$ cat src/rtl/rf_write_arbiter.sv
// Register-file write-port arbiter: WB wins, buffered mult/div results drain otherwise; pending-write scoreboard.
// Latency: rf_* registered one cycle after the winning request; hazard_stall is combinational.
// Backpressure: md_ready low while the result buffer is full; wb_stall_req asks WB for a bubble once a result starves.
module rf_wr_fifo #(
    parameter int W     = 37,
    parameter int DEPTH = 2,
    parameter int CW    = 3
) (
    input  logic          clk,
    input  logic          rst,
    input  logic          push_vld,
    input  logic [W-1:0]  push_dat,
    input  logic          pop_rdy,
    output logic [W-1:0]  pop_dat,
    output logic [CW-1:0] count
);
    localparam int PW = (DEPTH > 1) ? $clog2(DEPTH) : 1;

    logic [W-1:0]  mem [DEPTH];
    logic [PW-1:0] wr_ptr, rd_ptr;

    function automatic logic [PW-1:0] wrap_inc(input logic [PW-1:0] p);
        return (p == PW'(DEPTH - 1)) ? '0 : p + PW'(1);
    endfunction

    assign pop_dat = mem[rd_ptr];

    // Caller gates push on count<DEPTH and pop on count>0.
    always_ff @(posedge clk) begin
        if (push_vld) mem[wr_ptr] <= push_dat;
    end

    always_ff @(posedge clk) begin
        if (!rst) begin
            wr_ptr <= '0;
            rd_ptr <= '0;
            count  <= '0;
        end else begin
            if (push_vld) wr_ptr <= wrap_inc(wr_ptr);
            if (pop_rdy)  rd_ptr <= wrap_inc(rd_ptr);
            count <= count + CW'(push_vld) - CW'(pop_rdy);
        end
    end
endmodule

// Shares the single register-file write port between WB and the mult/div result buffer.
// Latency: rf_* registered, 1 cycle; buf_count/wb_stall_req registered; hazard_stall/md_ready combinational.
// Backpressure: md_ready on count only (full buffer refuses even on a same-cycle pop); wb_stall_req after STARVE_MAX denials.
module rf_write_arbiter #(
    parameter int DEPTH      = 2,
    parameter int STARVE_MAX = 4
) (
    input  logic        clk,
    input  logic        rst,
    input  logic        wb_we,
    input  logic [4:0]  wb_reg,
    input  logic [31:0] wb_data,
    input  logic        md_issue,
    input  logic [4:0]  md_dest,
    input  logic        md_valid,
    input  logic [4:0]  md_reg,
    input  logic [31:0] md_data,
    output logic        md_ready,
    input  logic [4:0]  rd_rs,
    input  logic [4:0]  rd_rt,
    input  logic [4:0]  rd_rd,
    input  logic        rd_we,
    output logic        hazard_stall,
    output logic        wb_stall_req,
    output logic        rf_regwrite,
    output logic [4:0]  rf_write_reg,
    output logic [31:0] rf_write_data,
    output logic [2:0]  buf_count
);
    typedef struct packed {
        logic [4:0]  dest;
        logic [31:0] dat;
    } md_ent_t;

    md_ent_t     push_ent, head;
    logic        wb_req, buf_nonempty, pop, push;
    logic [31:0] pending, pending_nxt;
    logic [3:0]  starve_cnt, starve_nxt;

    assign wb_req       = wb_we & (wb_reg != 5'd0);
    assign buf_nonempty = (buf_count != 3'd0);
    assign pop          = buf_nonempty & ~wb_req;
    assign md_ready     = rst & (buf_count < 3'(DEPTH));
    // Results for r0 are acknowledged but never stored.
    assign push         = md_valid & md_ready & (md_reg != 5'd0);
    assign push_ent     = '{dest: md_reg, dat: md_data};

    rf_wr_fifo #(
        .W     ($bits(md_ent_t)),
        .DEPTH (DEPTH),
        .CW    (3)
    ) u_buf (
        .clk      (clk),
        .rst      (rst),
        .push_vld (push),
        .push_dat (push_ent),
        .pop_rdy  (pop),
        .pop_dat  (head),
        .count    (buf_count)
    );

    // Issue is applied after the pop clear so a same-register set wins.
    always_comb begin
        pending_nxt = pending;
        if (pop)      pending_nxt[head.dest] = 1'b0;
        if (md_issue) pending_nxt[md_dest]   = 1'b1;
        pending_nxt[0] = 1'b0;
    end

    always_comb begin
        starve_nxt = starve_cnt;
        if (pop || !buf_nonempty)
            starve_nxt = '0;
        else if (starve_cnt != 4'(STARVE_MAX))
            starve_nxt = starve_cnt + 4'd1;
    end

    assign hazard_stall = pending[rd_rs] | pending[rd_rt] | (rd_we & pending[rd_rd]);

    always_ff @(posedge clk) begin
        if (!rst) begin
            rf_regwrite   <= 1'b0;
            rf_write_reg  <= '0;
            rf_write_data <= '0;
            pending       <= '0;
            starve_cnt    <= '0;
            wb_stall_req  <= 1'b0;
        end else begin
            pending      <= pending_nxt;
            starve_cnt   <= starve_nxt;
            wb_stall_req <= (starve_nxt == 4'(STARVE_MAX));
            if (wb_req) begin
                rf_regwrite   <= 1'b1;
                rf_write_reg  <= wb_reg;
                rf_write_data <= wb_data;
            end else if (pop) begin
                rf_regwrite   <= 1'b1;
                rf_write_reg  <= head.dest;
                rf_write_data <= head.dat;
            end else begin
                rf_regwrite   <= 1'b0;
            end
        end
    end
endmodule

$ cat config.mk
export PLATFORM = sky130hd
export DESIGN_NAME = rf_write_arbiter
export DESIGN_NICKNAME = d
export VERILOG_FILES = /design/src/rtl/rf_write_arbiter.sv
export SDC_FILE = /design/constraint.sdc
export NUM_CORES = 1
export LEC_CHECK = 0
export CAP_MARGIN = 5
export CORE_MARGIN = 4
export CORE_UTILIZATION = 40
export DETAILED_ROUTE_END_ITERATION = 10
export GPL_TIMING_DRIVEN = 0
export RECOVER_POWER = 50
export SETUP_SLACK_MARGIN = 0.1
export SLEW_MARGIN = 10
export SYNTH_ARGS = -nofsm -noshare
export SYNTH_HDL_FRONTEND = slang
export SYNTH_SLANG_ARGS = --single-unit
$ cat constraint.sdc
create_clock -name clk -period 3.6 [get_ports clk]
set_clock_uncertainty 0.1 [all_clocks]
set_input_delay 0.72 -clock clk [delete_from_list [all_inputs] [get_ports clk]]
set_output_delay 0.72 -clock clk [all_outputs]
set_load 0.1 [all_outputs]
==> impl_metrics.json <==
{
  "status": "completed",
  "place_congestion": 0.887,
  "cts_inserted_buffers": 17,
  "synth.area.top_cells": "edfxtp_1, dfxtp_1, a21boi_0",
  "fin_setup_tns_ns": 0,
  "top_register": "u_buf.mem",
  "path_clk_slew_ns": 0.06,
  "wirelength_um": 18800,
  "drc_errors": 0,
  "clkLatencyLatePin_ns": 0.42,
  "hold_viol": 0,
  "power_density_nw_per_um2": 665,
  "htreeDepth": 4,
  "netlist_top_cells_count": "nand2_1, dfxtp_1, edfxtp_1",
  "ir_drop_mv": 0.345,
  "holdWs_ns": 0.424,
  "cts_tree": "built",
  "hold_end": "pending[14]",
  "rr_startpoint": "u_buf.count[1]",
  "syn-num-nets": 731,
  "relSlewSlack_pct": 20.0,
  "min_path_type": "reg -> reg",
  "period_needed_ns": 3.41,
  "synth_top_area_cell": "edfxtp_1",
  "synth_most_common_cell": "nand2_1",
  "crit_buf_inv": 2,
  "antenna_found_initial": 9,
  "reg2reg_slack_ns": 1.25,
  "ctsHoldBuffers": 0,
  "grt_pass1_vias": 5832,
  "fin_nets": 887,
  "initial_utilization_pct": 40.9,
  "crit_arrival_ns": 2.59,
  "ant_nets": 0,
  "slowest_stage": "clkdlybuf4s50_1",
  "rr_endpoint": "u_buf.mem[0][31]",
  "worst_ep_required_time_ns": 2.78,
  "num_vias": 5506,
  "crit_family": "buffers and inverters",
  "post-route-period-util_pct": 94.8,
  "tightest_slew_ns": 1.20,
  "synthArstFlopShare_pct": 0,
  "synth_seq_cells": 154,
  "synthToLayoutAreaGrowth_pct": 32.3,
  "clock.fmax_ghz": 0.293,
  "top_regs": "u_buf.mem x74, rf_write_data x32, pending x31",
  "die_y_um": 141,
  "maxSlewViolCount": 0,
  "maxCapViolCount": 0,
  "grt_usage_pct": 19.2,
  "grt_pass1_wl_um": 30000,
  "yosysSeqAreaShare_pct": 54.1,
  "startpoint_type": "input pin",
  "netlist-cell-type-count": 50,
  "mappedNetlistArea_um2": 7070,
  "leakage_uw": 0.00324,
  "grt_max_degree": 39,
  "cts_root_buf": "clkbuf_16",
  "coreArea_um2": 17300,
  "criticalPathCategory": "in -> out",
  "crit_fanout": 7,
  "overflow": 0,
  "row_count": 48,
  "drtPass1Iterations": 5,
  "dieArea_um2": 19900,
  "rsz0062_at_grt": "no",
  "largest_reg_flops": 74,
  "synth_ff_type": "dfxtp_1",
  "synth_edf_count": 74,
  "avgViaCountPerCell": 5.40,
  "avgSynthCellArea_um2": 11.3,
  "synthCells": 625,
  "drive_above_1_share_pct": 9.19,
  "end_kind": "output pin",
  "cts_buffer_depth": 2,
  "die_w_um": 141,
  "reg2reg_depth": 5,
  "cp_cell_sequence": "clkdlybuf4s50_1, mux4_2, nand3_1, and4_1, nand4_1, buf_12",
  "finalSetupViolCount": 0,
  "ys.warnings.count": 0,
  "cts.sinks": 154,
  "critPathMaxStageDelay_ns": 0.66,
  "drt_iter0_drc": 306,
  "ios": 144,
  "holdPathStages": 2,
  "portBuffers": 135,
  "hold_start": "pending[14]",
  "routedWlPerCell_um": 18.5,
  "yosys.area.top_type_share_pct": 31.4,
  "hpwl_um": 13700
}
-- power breakdown --
part | switching (uW) | internal [uW]
Sequential | 89.2 | 2030
Clock | 705 | 1120
Combinational | 1610 | 675
-- per-layer routing --
layer,wire [um],global-route usage (%)
met5,89,0
met4,412,7.85
met3,1350,6.58
met2,9060,31.4
met1,7920,23.1
-- worst register-to-register path, stage by stage (launching register included) --
cell	delay, ns
dfxtp_1	0.34
inv_1	0.09
ha_1	0.15
and2_1	0.14
o211ai_1	0.18
nor2_4	0.94
-- how the worst max path moves through the flow --
stage | start | endpoint | slack (ns) | cells after the start
finish | rd_rs[1] | hazard_stall | 0.19 | 6
global route | wb_reg[3] | u_buf.count[2] | 0.07 | 11
floorplan | rd_rd[1] | hazard_stall | -0.10 | 5
CTS | rd_rt[1] | hazard_stall | 0.10 | 8
detailed placement | rd_rt[1] | hazard_stall | -0.81 | 8
global placement | rd_rt[1] | hazard_stall | -0.75 | 8
-- final cells by class --
class                      instances  area [um^2]
inverter                          11         41.3
multi-input combinational        420         3030
timing repair buffer             137         1380
fill                            1503         7930
buffer                            40          196
clock buffer                      24          537
tap                              225          282
sequential                       154         3820
clock inverter                     8         73.8
antenna                            1         2.50
-- stage by stage --
stage          total power (uW)  instance area (um^2)  util (%)  worst slack, ns  instances
2_1_floorplan              3790                  7080         -           -0.101        625
3_3_place_gp               4430                  8720      50.4           -0.755        985
3_5_place_dp               4460                  8720      50.4           -0.806        985
4_1_cts                    6280                  9340      54.0            0.102       1017
5_1_grt                    6510                  9360      54.1           0.0688       1020
6_report                   6230                  9360      54.1            0.188       1020
-- kinds of logic after synthesis --
kind of cell | count (synthesis) | synth area share (%)
AND/OR/NAND/NOR | 187 | 12.3
AO/OA/AOI/OAI | 157 | 15.7
flip-flops | 154 | 54.1
multiplexers | 67 | 13.3
buffers and inverters | 51 | 3.15
adder cells (fa/ha/maj) | 6 | 1.17
XOR/XNOR | 3 | 0.371
-- cell usage in the layout, fill, tap and decap left out, types with 16 or more instances in the layout --
cell               n
o21ai_0           35
clkdlybuf4s50_1   95
dfxtp_1           80
edfxtp_1          74
o211ai_1          38
clkbuf_1          28
clkbuf_16         21
nand2_1          113
dlygate4sd3_1     38
a21boi_0          68
mux4_2            16
mux2i_1           41
-- what timing repair did --
| action | 4_1_cts | 5_1_grt |
|---|---|---|
| gates cloned | 0 | 0 |
| endpoints found under the setup margin | 1 | 1 |
| resized for setup | 9 | 6 |
| buffers inserted | 0 | 2 |
| pin swaps | 1 | 3 |
No activity file was read; power rests on OpenSTA's default activity.
